$ cat config.mk
export PLATFORM = sky130hd
export DESIGN_NAME = inject
export DESIGN_NICKNAME = d
export VERILOG_FILES = /design/src/rtl/inject.sv
export SDC_FILE = /design/constraint.sdc
export NUM_CORES = 1
export LEC_CHECK = 0
export BUFFER_PORTS_ARGS = -buffer_cell sky130_fd_sc_hd__buf_2
export CAP_MARGIN = 10
export CORE_MARGIN = 5
export CORE_UTILIZATION = 40
export CTS_CLUSTER_DIAMETER = 30
export DETAILED_ROUTE_END_ITERATION = 10
export GPL_TIMING_DRIVEN = 0
export PLACE_DENSITY_LB_ADDON = 0.08
export SETUP_SLACK_MARGIN = 0.2
export SLEW_MARGIN = 20
export SYNTH_ARGS = -nofsm -noshare
export SYNTH_HDL_FRONTEND = slang
export SYNTH_SLANG_ARGS = --single-unit
export TNS_END_PERCENT = 100
$ cat constraint.sdc
create_clock -name clk -period 2.95 [get_ports clk]
set_input_delay 0.295 -clock clk [delete_from_list [all_inputs] [get_ports clk]]
set_output_delay 0.295 -clock clk [all_outputs]
set_load 0.005 [all_outputs]
$ cat src/rtl/inject.sv
// Local injection stage: FIFO-buffers local flits and inserts the head flit into one free channel per cycle.
// Optional starvation monitor enabled by defining INJECT_STARVE_MON_EN.
package inject_pkg;
    typedef struct packed {
        logic       vld;
        logic       golden;
        logic       silver;
        logic [1:0] dst;
        logic [3:0] flit_id;
        logic [7:0] payload;
    } flit_int_t;
endpackage

module inject
    import inject_pkg::*;
#(
    parameter int DEPTH     = 4,
    parameter int STARVE_TH = 8
) (
    input  logic                       clk,
    input  logic                       rst_n,
    input  logic [1:0]                 rand_num,
    input  flit_int_t                  din_0,
    input  flit_int_t                  din_1,
    input  flit_int_t                  din_2,
    input  flit_int_t                  din_3,
    input  flit_int_t                  local_din,
    input  logic                       local_vld,
    output logic                       local_rdy,
    output flit_int_t                  dout_0,
    output flit_int_t                  dout_1,
    output flit_int_t                  dout_2,
    output flit_int_t                  dout_3,
    output logic [3:0]                 inj_vec,
    output logic [$clog2(DEPTH+1)-1:0] fifo_cnt,
    output logic                       starve
);
    localparam int AW = $clog2(DEPTH);
    localparam int CW = $clog2(DEPTH + 1);
    localparam logic [CW-1:0] FULL_C    = CW'(DEPTH);
    localparam logic [CW-1:0] CNT_ONE_C = CW'(1);
    localparam logic [AW-1:0] PTR_ONE_C = AW'(1);

    flit_int_t     mem_r [DEPTH];
    logic [AW-1:0] wr_ptr_r;
    logic [AW-1:0] rd_ptr_r;
    logic [CW-1:0] cnt_r;

    flit_int_t     din_s [4];
    flit_int_t     dout_s [4];
    flit_int_t     inj_flit_s;
    logic [3:0]    free_s;
    logic [3:0]    win_s;
    logic [3:0]    inj_vec_s;
    logic [1:0]    sel_idx_s;
    logic          found_s;
    logic          empty_s;
    logic          push_s;
    logic          pop_s;

    assign din_s[0] = din_0;
    assign din_s[1] = din_1;
    assign din_s[2] = din_2;
    assign din_s[3] = din_3;

    assign empty_s   = (cnt_r == '0);
    assign local_rdy = (cnt_r != FULL_C);
    assign push_s    = local_vld && (cnt_r != FULL_C);
    assign pop_s     = |inj_vec_s;
    assign fifo_cnt  = cnt_r;
    assign inj_vec   = inj_vec_s;

    // Free-slot vector from channel valid bits
    always_comb begin
        free_s = 4'b0000;
        for (int k = 0; k < 4; k++) begin
            free_s[k] = !din_s[k].vld;
        end
    end

    // Rotating first-free search starting at rand_num; gated off when nothing is queued
    always_comb begin
        win_s     = 4'b0000;
        found_s   = 1'b0;
        sel_idx_s = 2'd0;
        for (int i = 0; i < 4; i++) begin
            sel_idx_s = rand_num + 2'(i);
            if (!found_s && free_s[sel_idx_s]) begin
                win_s[sel_idx_s] = 1'b1;
                found_s          = 1'b1;
            end else begin
                found_s = found_s;
            end
        end
        if (empty_s) begin
            inj_vec_s = 4'b0000;
        end else begin
            inj_vec_s = win_s;
        end
    end

    // Injected copy of the head: marked valid, priority flags cleared
    always_comb begin
        inj_flit_s        = mem_r[rd_ptr_r];
        inj_flit_s.vld    = 1'b1;
        inj_flit_s.golden = 1'b0;
        inj_flit_s.silver = 1'b0;
    end

    // Channel pass-through with the winning slot replaced
    always_comb begin
        for (int k = 0; k < 4; k++) begin
            if (inj_vec_s[k]) begin
                dout_s[k] = inj_flit_s;
            end else begin
                dout_s[k] = din_s[k];
            end
        end
    end

    assign dout_0 = dout_s[0];
    assign dout_1 = dout_s[1];
    assign dout_2 = dout_s[2];
    assign dout_3 = dout_s[3];

    // FIFO storage, pointers and occupancy
    always_ff @(posedge clk or negedge rst_n) begin
        if (!rst_n) begin
            wr_ptr_r <= '0;
            rd_ptr_r <= '0;
            cnt_r    <= '0;
            for (int i = 0; i < DEPTH; i++) begin
                mem_r[i] <= '0;
            end
        end else begin
            if (push_s) begin
                mem_r[wr_ptr_r] <= local_din;
                wr_ptr_r        <= wr_ptr_r + PTR_ONE_C;
            end
            if (pop_s) begin
                rd_ptr_r <= rd_ptr_r + PTR_ONE_C;
            end
            case ({push_s, pop_s})
                2'b10:   cnt_r <= cnt_r + CNT_ONE_C;
                2'b01:   cnt_r <= cnt_r - CNT_ONE_C;
                default: cnt_r <= cnt_r;
            endcase
        end
    end

`ifdef INJECT_STARVE_MON_EN
    localparam logic [7:0] TH_C = 8'(STARVE_TH);

    logic [7:0] stv_cnt_r;
    logic [7:0] stv_cnt_nxt_s;
    logic       starve_r;

    // Blocked-head counter, saturating at the threshold
    always_comb begin
        stv_cnt_nxt_s = stv_cnt_r;
        if (empty_s || pop_s) begin
            stv_cnt_nxt_s = 8'd0;
        end else if (stv_cnt_r == TH_C) begin
            stv_cnt_nxt_s = stv_cnt_r;
        end else begin
            stv_cnt_nxt_s = stv_cnt_r + 8'd1;
        end
    end

    // Starvation state register
    always_ff @(posedge clk or negedge rst_n) begin
        if (!rst_n) begin
            stv_cnt_r <= 8'd0;
            starve_r  <= 1'b0;
        end else begin
            stv_cnt_r <= stv_cnt_nxt_s;
            starve_r  <= (stv_cnt_nxt_s == TH_C);
        end
    end

    assign starve = starve_r;
`else
    assign starve = 1'b0;
`endif

endmodule
# After elaboration in Yosys (flattened, before gate mapping)
# Cells that the tools add are included.
# totals
reg_bits	75
word_cells	107
in_bits	90
# op_classes
bitwise	5
reduce_logical	19
mux	35
eq_ne	3
magnitude_cmp	11
addsub	7
# ops
op	count
2-to-1 mux 17 bit	5
bitwise mux 68 bit	1
binary-select mux 17 bit (select 2 bit)	1
demux 17 bit (select 2 bit)	1
2-to-1 mux 14 bit	2
2-to-1 mux 4 bit	5
< comparator 2 x 3 -> 1 bit (second input constant)	4
OR 4 bit	3
2-to-1 mux 1 bit	11
logical AND 1 bit	9
binary-select mux 1 bit (select 2 bit)	4
demux 1 bit (select 2 bit)	4
>= comparator 2 x 1 -> 1 bit (second input constant)	4
zero test 1 bit	7
adder 2 x 1 -> 2 bit (second input constant)	3
>= comparator 3 bit (second input constant)	2
inverter 2 -> 3 bit	2
case mux 3 bit (2 select lines)	1
adder 2 bit (second input constant)	2
OR reduction 4 bit	1
adder 3 x 1 -> 3 bit (second input constant)	1
zero test 3 bit	1
< comparator 3 x 1 -> 1 bit (second input constant)	1
!= test 3 bit (second input constant)	1
4 further kinds	4

# Logic depth before layout (Yosys ltp)
# Gate-level depths: netlist of the first run.
# depth
word_depth	17
depth_mapped	14
mapped_depth_nobuf	13

# Worst setup path before layout of the first run
# Ideal clock, no wire load.
# synth_path
path_kind	input to register
from	input port rand_num[0]
to	register cnt_r[2], in the netlist fifo_cnt[2]
setup_time_ns	0.079
arrival_ns	3.060
stages	14
slack_ns	-0.189
path_cell_list	buf_6 inv_1 ha_1 mux4_2 nand2b_1 a21oi_1 nor3_1 a221oi_2 ha_1 inv_1 fa_1 xor2_1 nor2_1 xor2_1
# synth_between
elab_chain_len	16
elab_cells_between_ends	53
cone_classes	3 x add/sub; 8 x order compare; 2 x eq/ne; 25 x mux; 3 x bitwise; 12 x reduce/logical
# synth_rtl
element	line	source
start: declaration	22	input logic [1:0] rand_num,
parallel branches: the longest is 11 deep, another holds < comparator 2 x 3 -> 1 bit	-	
2-to-1 mux 4 bit (*)	88	if (!found_s && free_s[sel_idx_s]) begin
2-to-1 mux 4 bit (*)	95	if (empty_s) begin
OR reduction 4 bit (*)	69	assign pop_s = |inj_vec_s;
== test 2 x 1 -> 1 bit or == test 2 bit (tied branches)	143	case ({push_s, pop_s})
case mux 3 bit (2 select lines) or nonzero test 2 bit (tied branches)	-	
end signal: assignment	144	2'b10: cnt_r <= cnt_r + CNT_ONE_C;
end signal: assignment	145	2'b01: cnt_r <= cnt_r - CNT_ONE_C;
end signal: assignment	146	default: cnt_r <= cnt_r;
end: declaration	47	logic [CW-1:0] cnt_r;
# Mark *: on every way between the ends. The select of a mux whose other input is x is not followed.
# A chain may end at the register's enable or synchronous reset.

==> run_results.csv, run 1 <==
group,metric,value,unit
worst_setup_path,crit_fanout,8,
sta,fin_ws,-0.05308,ns
detailed_routing,drc,0,
worst_setup_path,cp-startpoint,"rand_num[0]",
yosys,synth_top_area_share,38.02,%
power_and_ir_drop,ir_drop,0.0004793,V
floorplanning,ios,167,
clock_tree,tritoncts,"yes",
yosys,ys_seq_elements,63,
worst_setup_path,r2r-start,"fifo_cnt[0]",
sta,setup_viol,17,
grt,met1_usage,25.07,%
finish,antenna_cells,0,
yosys,syn-num-nets,407,
detailed_routing,vias_per_cell,5.027,
yosys,synth_cell_types,44,
worst_setup_path,crit_type,"primary input to output pin",
worst_setup_path,crit_family,"multiplexers",
placement,routabilityCongestion,0.9699,
detailed_routing,wire_per_inst,19.28,um
clock_tree,cts-buffers-inserted,9,
power_and_ir_drop,powerDensity,947.8,nW/um2
grt,grtUsageMet3,3.478,%
detailed_routing,vias,3358,
placement,place_hpwl,8.970,mm
worst_setup_path,r2r_end,"mem_r[23]",
floorplanning,initial_core_util,40.53,%
finish,area_delta_synth_final,53.50,%
clock_tree,clock_latency,0.34,ns
worst_setup_path,path_buf_inv,5,
floorplanning,die_w,111.8,um
grt,top_usage_layer,"met2",
worst_setup_path,r2r_cells,7,
floorplanning,rows,37,
yosys,synthesis.area,4146,um2
worst_setup_path,worst-r2r-setup-slack,0.45,ns
worst_setup_path,crit_path_frequent_cell,"buf_8",
yosys,synth_edf_count,0,
placement,placed_cells,603,
clock_tree,cts_sinks,63,
yosys,postSynth.asyncResetShare,100.0,%
grt,gr-usage-all-layers,20.34,%
yosys,syn_inst,304,
worst_setup_path,crit_arrival,2.71,ns
status,status,"finished with violations",
detailed_routing,route.antenna.remaining_nets,0,
detailed_routing,wl,12.88,mm
placement,port_buffers,162,
worst_setup_path,cp_cell_sequence,"buf_8 > buf_12 > inv_8 > ha_4 > mux4_2 > o21a_1 > o22ai_4 > mux2i_2 > nor2_4 > buf_8 > mux2_4 > buf_6",
sta,clock.fmax,333.0,MHz
worst_setup_path,cp.depth,12,
sta,slew_headroom,48.18,%
clock_tree,cts_htree_levels,3,
yosys,synth_compound_area_share,4.556,%
yosys,synth_mux_area_share,42.97,%
yosys,avgSynthCellArea,13.64,um2
clock_tree,root_buffer,"clkbuf_8",
worst_hold_path,hp-class,"primary input to flop",
grt,grt_overflow_total,0,
floorplanning,die_area,12500,um2
sta,hold_slack,0.2306,ns
sta,fin_setup_tns,-0.4885,ns
clock_tree,clock_path_buffers,2,
sta,period_share,101.8,%
status,violations,"setup timing",
worst_setup_path,slowest_delay,0.57,ns
clock_tree,path_clk_slew,0.08,ns
job,cap_violations,0,
power_and_ir_drop,power_leakage,3.087,nW
grt,first_global_vias,3605,
finish,drive_above_1_share,73.87,%
sta,tightest_slew,0.7714,ns
grt,grt_pass1_wl,19.93,mm
worst_setup_path,worst_ep_required_time,2.65,ns
floorplanning,die_h,111.8,um
yosys,synth_fa_ha_area_share,4.104,%
sta,slew_violations,0,
yosys,synth_flop_cell,"dfrtp_1",
placement,place_ws,-0.5023,ns
finish,utilization,62.21,%
floorplanning,fp.coreArea,10230,um2
finish,nFillCells,814,
detailed_routing,drt_iter0_markers,158,
grt,grt_max_degree,39,
finish,fin_nets,630,
yosys,yosys-top-cells-area,"dfrtp_1 (38%), mux2_2 (24%), mux4_2 (9.8%)",
detailed_routing,firstDrtPassIters,4,
yosys,synth-xor-area-share,1.267,%
finish,stdcell_count,668,
grt,antenna_found_initial,0,
yosys,yosysTopAreaCell,"dfrtp_1",
worst_setup_path,end_kind,"output pin",
sta,period_minus_slack,3.003,ns
sta,hold_viol,0,
sta,finClkSkew,0.01360,ns
yosys,yosysSeqAreaShare,38.02,%
worst_setup_path,worst_path_max_delay_cell,"mux4_2",
yosys,synth_top_family_by_area,"multiplexers",
worst_setup_path,start_kind,"primary input",
worst_setup_path,crit_end,"dout_0[11]",
grt,grt_util_met2,35.85,%
sta,rsz0062_at_grt,"yes",
yosys,synthSimpleGateAreaFrac,4.858,%
yosys,yosys_warnings,0,
==> flip-flops by register name, indices dropped and copies added, names as in the netlist <==
signal and flops:
fifo_cnt 3, rd_ptr_r 2, wr_ptr_r 2, mem_r 56
==> power by group <==
group | internal [mW] | total (mW) | switching [mW] | leakage (nW)
combinational | 2.28 | 3.76 | 1.48 | 2.24
sequential | 1.31 | 1.55 | 0.240 | 0.747
clock | 0.384 | 0.718 | 0.335 | 0.103
==> cell type report <==
class,count,area [um2],share of cell area [%]
Inverter,14,62.56,0.9829
Clock buffer,9,123.9,1.946
Sequential cell,63,1577,24.77
Multi-Input combinational cell,211,2584,40.59
Timing Repair Buffer,212,1647,25.87
Clock inverter,7,63.81,1.003
Buffer,16,137.6,2.162
Tap cell,136,170.2,2.673
==> Yosys cell counts, types with 2 or more instances <==
cell type,instances
nor3_1,2
nor2_1,3
clkbuf_1,4
nand2_1,8
nand2b_1,4
mux2_2,89
o21ai_0,7
buf_1,4
dfrtp_1,63
ha_1,12
mux2_4,24
nor2b_1,6
buf_6,5
mux4_2,18
o21ai_4,2
and2_1,5
inv_1,14
xnor2_1,3
o21ai_1,3
or2_2,2
xor2_1,3
==> worst register-to-register path: stages, from the launching register on <==
cell and delay [ns]:
dfrtp_1 0.44, inv_1 0.13, nand3_1 0.10, and2_1 0.17, clkbuf_1 0.23, nand2_1 0.30, buf_1 0.59, mux2_2 0.41
==> worst min-delay path by stage <==
stage	start	endpoint	slack [ns]	depth (start not counted)
final	local_din[12]	mem_r[12]	0.23	2
after global routing	local_din[12]	mem_r[12]	0.22	2
after CTS	local_din[12]	mem_r[12]	0.21	2
after detailed placement	rst_n	mem_r[18]	0.24	1
after global placement	mem_r[18]	mem_r[18]	0.48	1
after floorplan	rst_n	fifo_cnt[0]	-0.0006	0
==> timing repair <==
item,in CTS,in global routing
hold endpoints to repair,25,0
buffers inserted,34,13
gates resized for setup,69,50
hold buffers,1,0
pin swaps,13,12
setup endpoints to repair,74,72
cloned,0,1
==> through the flow <==
step,instance area (um2),total power [mW]
after floorplan,4187,3.513
after global placement,5167,4.406
after detailed placement,5190,4.486
after CTS,6022,5.786
after global routing,6365,6.446
final,6365,6.032
==> cells by family after synthesis <==
| family | Yosys count |
|---|---|
| adders and majority gates | 13 |
| xor gates and xnor gates | 6 |
| buffers and inverters | 30 |
| and+or+nand+nor | 36 |
| DFF | 63 |
| other | 1 |
| muxes | 132 |
| AOI/OAI and AO/OA | 23 |
==> cells in the final DEF, fill, tap and decap left out, drive strengths merged, types with 8 or more instances in the layout <==
master and n:
buf 223, dfrtp 63, o21ai 13, ha 12, mux4 18, nand2 8, inv 14, clkbuf 13
mux2 113
==> per-layer routing <==
metal	vias up	share of wire (%)	wire length (um)
met2	116	51	6608
met1	1663	41	5277
met5	-	0	0
li1	1559	-	-
met3	20	5.6	727
met4	0	2.1	268
No activity file was read; power rests on OpenSTA's default activity.
==> run 2, diff against run 1 <==
- clock period: 2.95 -> 3.5 ns (I/O delays scaled with it)
==> run 2 against run 1 <==
The run now ends clean. Setup slack better by 0.32 ns. Power fell by 25%. First-iteration DRC count is 35% lower. Register-to-register slack improved by 0.61 ns. Routed wire length is 12% lower. Sequential share of layout area rose by 3.5 points. Largest cell class unchanged.
==> run_results.csv, run 2 (synthesis gave the netlist of run 1 again) <==
group,metric,value,unit
status,status,"complete, no violations",
floorplanning,rows,37,
clock_tree,cts_sinks,63,
grt,grt_pass1_wl,17.97,mm
detailed_routing,wl,11.39,mm
sta,slew_violations,0,
clock_tree,cts_htree_levels,3,
floorplanning,die_area,12500,um2
floorplanning,die_h,111.8,um
placement,place_hpwl,8.519,mm
floorplanning,initial_core_util,40.53,%
finish,final_common_cell,"buf_2",
finish,area_delta_synth_final,34.73,%
placement,place_area,5157,um2
grt,gr-usage-all-layers,18.15,%
detailed_routing,route.antenna.remaining_nets,0,
job,cap_violations,0,
floorplanning,fp.coreArea,10230,um2
sta,hold_viol,0,
grt,antenna_found_initial,0,
power_and_ir_drop,ir_drop,0.0004447,V
power_and_ir_drop,power_leakage,2.676,nW
sta,period_minus_slack,3.231,ns
finish,antenna_cells,0,
worst_setup_path,crit_type,"primary input to output pin",
worst_setup_path,start_kind,"primary input",
clock_tree,tritoncts,"yes",
grt,first_global_vias,3291,
placement,place_ws,-0.1733,ns
detailed_routing,drt_iter0_markers,103,
finish,fin_nets,594,
sta,fin_ws,0.2691,ns
finish,drive_above_1_share,69.76,%
sta,tightest_slew,0.8776,ns
sta,rsz0062_at_grt,"no",
placement,port_buffers,162,
floorplanning,die_w,111.8,um
finish,layout_common_cells,"buf_2 (161), mux2_2 (89), dfrtp_1 (63)",
clock_tree,clock_path_buffers,2,
finish,multi_input_area,2434,um2
floorplanning,ios,167,
clock_tree,cts-buffers-inserted,9,
clock_tree,root_buffer,"clkbuf_8",
detailed_routing,firstDrtPassIters,4,
sta,slew_headroom,41.50,%
worst_setup_path,crit_arrival,2.88,ns
sta,clock.fmax,309.5,MHz
sta,fin_setup_tns,0,ns
worst_setup_path,worst_path_max_delay_cell,"mux4_2",
detailed_routing,vias_per_cell,5.000,
clock_tree,clock_latency,0.34,ns
finish,register_area,1577,um2
finish,utilization,54.60,%
finish,design_area,5587,um2
placement,routabilityCongestion,0.8684,
worst_setup_path,worst_ep_required_time,3.15,ns
finish,largest_register,"mem_r",
worst_setup_path,slowest_delay,0.57,ns
worst_setup_path,cp_cell_sequence,"buf_4 > buf_6 > clkinvlp_4 > ha_4 > mux4_2 > nand2b_4 > a21oi_4 > o221a_1 > buf_8 > buf_12 > mux2_2 > buf_2",
sta,setup_viol,0,
clock_tree,path_clk_slew,0.08,ns
sta,finClkSkew,0.01352,ns
detailed_routing,vias,3160,
sta,period_share,92.31,%
worst_setup_path,end_kind,"output pin",
worst_setup_path,crit_fanout,6,
power_and_ir_drop,powerDensity,809.0,nW/um2
grt,grt_overflow_total,0,
detailed_routing,drc,0,
finish,largest_reg_flops,56,
detailed_routing,wire_per_inst,18.02,um
worst_hold_path,hp-class,"primary input to flop",
finish,nFillCells,903,
grt,grt_max_degree,55,
==> run 2: cell type report <==
cell class              count  area share, %
plain buffers              16          2.262
clock buffers              10          2.464
clock inverters             6          1.657
inverters                  14          1.008
multi-input cells         211          43.56
flip-flops and latches     63          28.22
well taps                 136          3.046
repair buffers            176          17.78
==> run 2: power breakdown <==
part	switching [mW]	leakage, nW	total [mW]	internal (mW)
combinational	1.06	1.82	2.50	1.44
sequential	0.196	0.747	1.30	1.11
clock	0.297	0.109	0.721	0.424
==> run 2: critical path, delay by kind of cell <==
family | cells | cell delay, ns
multiplexers | 2 | 0.89
buffers and inverters | 6 | 0.72
adder cells (fa/ha/maj) | 1 | 0.30
AO/OA/AOI/OAI | 2 | 0.41
AND/OR/NAND/NOR | 1 | 0.19
==> run 2: what timing repair did <==
item,4_1_cts,5_1_grt
setup endpoints to repair,42,35
hold buffers,1,0
setup buffers,6,6
hold endpoints to repair,9,0
gates resized for setup,3,6
pin swaps,5,5
==> run 2: per-stage QoR <==
step           total power [mW]  hold slack (ns)  instances
2_1_floorplan             2.948          0.05441        304
3_3_place_gp              3.699           0.4814        602
3_5_place_dp              3.756           0.2080        603
4_1_cts                   4.556           0.2729        626
5_1_grt                   4.852           0.2782        632
6_report                  4.520           0.2909        632
==> run 2: path summary, 6_finish.rpt <==
check                      slack [ns]           to  depth (start not counted)         start
hold / removal                   0.29    mem_r[54]                          2  local_din[3]
hold reg to reg                  0.50    mem_r[39]                          1     mem_r[39]
setup / recovery                 0.27    dout_3[1]                         12   rand_num[0]
setup reg to reg                 1.06     mem_r[4]                          7   fifo_cnt[0]
max in group asynchronous        2.58  wr_ptr_r[0]                          3         rst_n
min in group asynchronous        0.39    mem_r[52]                          2         rst_n
==> run 2: routing by layer <==
| layer | vias up | wire length (um) | GRT usage (%) |
|---|---|---|---|
| met5 | - | 0 | 0 |
| met3 | 8 | 626 | 4.293 |
| met1 | 1582 | 4914 | 23.16 |
| met2 | 85 | 5736 | 31.14 |
| li1 | 1485 | - | - |
| met4 | 0 | 110 | 4.461 |
==> run 3, diff against run 2 <==
- CAP_MARGIN: 10 -> 5
- CORE_ASPECT_RATIO: unset -> 0.7
- GPL_TIMING_DRIVEN: 0 -> unset
==> run 3 against run 2 <==
Power increased by 2.1%. Register-to-register slack better by 0.24 ns. Non-clock buffer count shrank 18. Utilization fell by 1.8 points. Count of clock-buffer cells in the layout up 2. Global-route usage is 0.44 points higher. Critical path depth is 1 lower. Combinational power decreased by 4%. Clock skew is 0.0098 ns lower. Setup slack improved by 0.065 ns. Routed wire length increased by 0.75%. Largest power group unchanged.
==> run_results.csv, run 3 (synthesis gave the netlist of run 1 again) <==
group,metric,value,unit
finish,drive_above_1_share,69.18,%
worst_setup_path,cp-startpoint,"rand_num[1]",
sta,hold_slack,0.1871,ns
power_and_ir_drop,power,4.615,mW
floorplanning,die_w,131.7,um
placement,port_buffers,162,
power_and_ir_drop,ir_drop,0.0003472,V
floorplanning,ios,167,
finish,final_common_cell,"buf_2",
clock_tree,root_buffer,"clkbuf_16",
grt,antenna_found_initial,0,
worst_setup_path,start_kind,"primary input",
finish,area_delta_synth_final,30.45,%
power_and_ir_drop,powerDensity,853.3,nW/um2
worst_setup_path,crit_arrival,2.82,ns
clock_tree,cts-buffers-inserted,9,
sta,slew_violations,0,
finish,layout_common_cells,"buf_2 (162), mux2_2 (89), dfrtp_1 (63)",
floorplanning,fp.coreArea,10240,um2
worst_setup_path,worst-r2r-setup-slack,1.30,ns
clock_tree,clock_path_buffers,2,
worst_hold_path,hp-class,"primary input to asynchronous set/reset pin",
worst_setup_path,r2r-start,"fifo_cnt[0]",
placement,place_hpwl,9.013,mm
finish,stdcell_count,609,
detailed_routing,drt_iter0_markers,126,
grt,grt_overflow_total,0,
placement,routabilityCongestion,0.8300,
finish,fin_nets,576,
finish,largest_register,"mem_r",
floorplanning,die_area,12530,um2
floorplanning,initial_core_util,40.49,%
sta,rsz0062_at_grt,"yes",
sta,period_minus_slack,3.166,ns
detailed_routing,vias,3143,
finish,antenna_cells,0,
sta,tightest_slew,0.9656,ns
job,cap_violations,0,
floorplanning,die_h,95.19,um
clock_tree,clock_latency,0.32,ns
worst_setup_path,crit_fanout,7,
grt,gr-usage-all-layers,18.59,%
sta,clock.fmax,315.8,MHz
detailed_routing,route.antenna.remaining_nets,0,
clock_tree,cts_htree_levels,3,
clock_tree,cts_sinks,63,
clock_tree,path_clk_slew,0.05,ns
grt,grt_util_met2,31.80,%
grt,met1_usage,24.25,%
detailed_routing,vias_per_cell,5.161,
placement,placed_cells,594,
clock_tree,tritoncts,"yes",
sta,hold_viol,0,
grt,grt_pass1_wl,18.25,mm
sta,finClkSkew,0.003739,ns
floorplanning,rows,31,
grt,top_usage_layer,"met2",
power_and_ir_drop,power_leakage,2.620,nW
grt,grtUsageMet3,4.272,%
sta,setup_viol,0,
detailed_routing,wire_per_inst,18.84,um
finish,largest_reg_flops,56,
detailed_routing,drc,0,
sta,fin_setup_tns,0,ns
detailed_routing,firstDrtPassIters,4,
finish,nFillCells,928,
sta,slew_headroom,35.63,%
worst_setup_path,crit_type,"primary input to output pin",
detailed_routing,wl,11.47,mm
sta,period_share,90.47,%
status,status,"complete, no violations",
grt,grt_max_degree,46,
worst_setup_path,end_kind,"output pin",
worst_setup_path,worst_ep_required_time,3.15,ns
grt,first_global_vias,3285,
-- run 3: cell types whose count changed in the layout (fill, tap and decap cells not counted), moves of 2 or more --
cell,before,now
buf_6,3,1
clkbuf_1,4,1
clkbuf_8,10,2
clkbuf_16,0,9
clkinvlp_4,3,1
buf_1,4,0
buf_8,2,0
buf_12,5,1
-- run 3: worst paths after layout --
kind                          endpoint  cells past startpoint
setup / recovery             dout_3[5]                     11
hold / removal               mem_r[34]                      1
setup reg to reg           fifo_cnt[2]                     10
hold reg to reg              mem_r[19]                      1
max in group asynchronous    mem_r[56]                      2
min in group clk             mem_r[37]                      2
-- run 3: critical path, stage by stage --
cell and delay (ns):
buf_2 0.09, inv_1 0.08, ha_1 0.34, mux4_2 0.56, nand2b_1 0.17, a21oi_1 0.19
buf_4 0.14, o221a_1 0.18, buf_4 0.20, mux2_2 0.37, buf_2 0.14
-- run 3: final cells by class --
cell class                 instances  area (um2)  area share (%)
clock buffer                      12       256.5           4.742
clock inverter                     3       42.54          0.7865
inverter                          14       52.55          0.9715
multi-input combinational        211        2399           44.34
sequential                        63        1577           29.15
tap                              132       165.2           3.053
timing repair buffer             174       917.1           16.96
-- run 3: metrics by stage --
step | utilization (%) | setup slack (ns) | instance area, um2
2_1_floorplan | - | 0.3062 | 4146
3_3_place_gp | 49.87 | 0.1814 | 5106
3_5_place_dp | 49.87 | 0.1423 | 5106
4_1_cts | 52.79 | 0.3142 | 5405
5_1_grt | 52.82 | 0.1841 | 5409
6_report | 52.82 | 0.3337 | 5409
-- run 3: repair_timing --
| action | 4_1_cts | 5_1_grt |
|---|---|---|
| hold buffers | 0 | 0 |
| setup endpoints to repair | 0 | 9 |
| gates resized for setup | 0 | 1 |
| setup buffers | 0 | 0 |
-- run 3: report_power, final --
part	switching, mW	total [mW]	internal, mW	leakage (nW)
clock	0.296	0.880	0.584	0.145
sequential	0.236	1.35	1.11	0.747
combinational	1.04	2.39	1.35	1.73
total	1.57	4.62	3.05	2.62
-- run 3: routing by layer --
| metal | wire, um | part of all wire (%) |
|---|---|---|
| met1 | 5206 | 45 |
| met2 | 5544 | 48 |
| met3 | 625 | 5.4 |
| met4 | 96 | 0.84 |
| met5 | 0 | 0 |
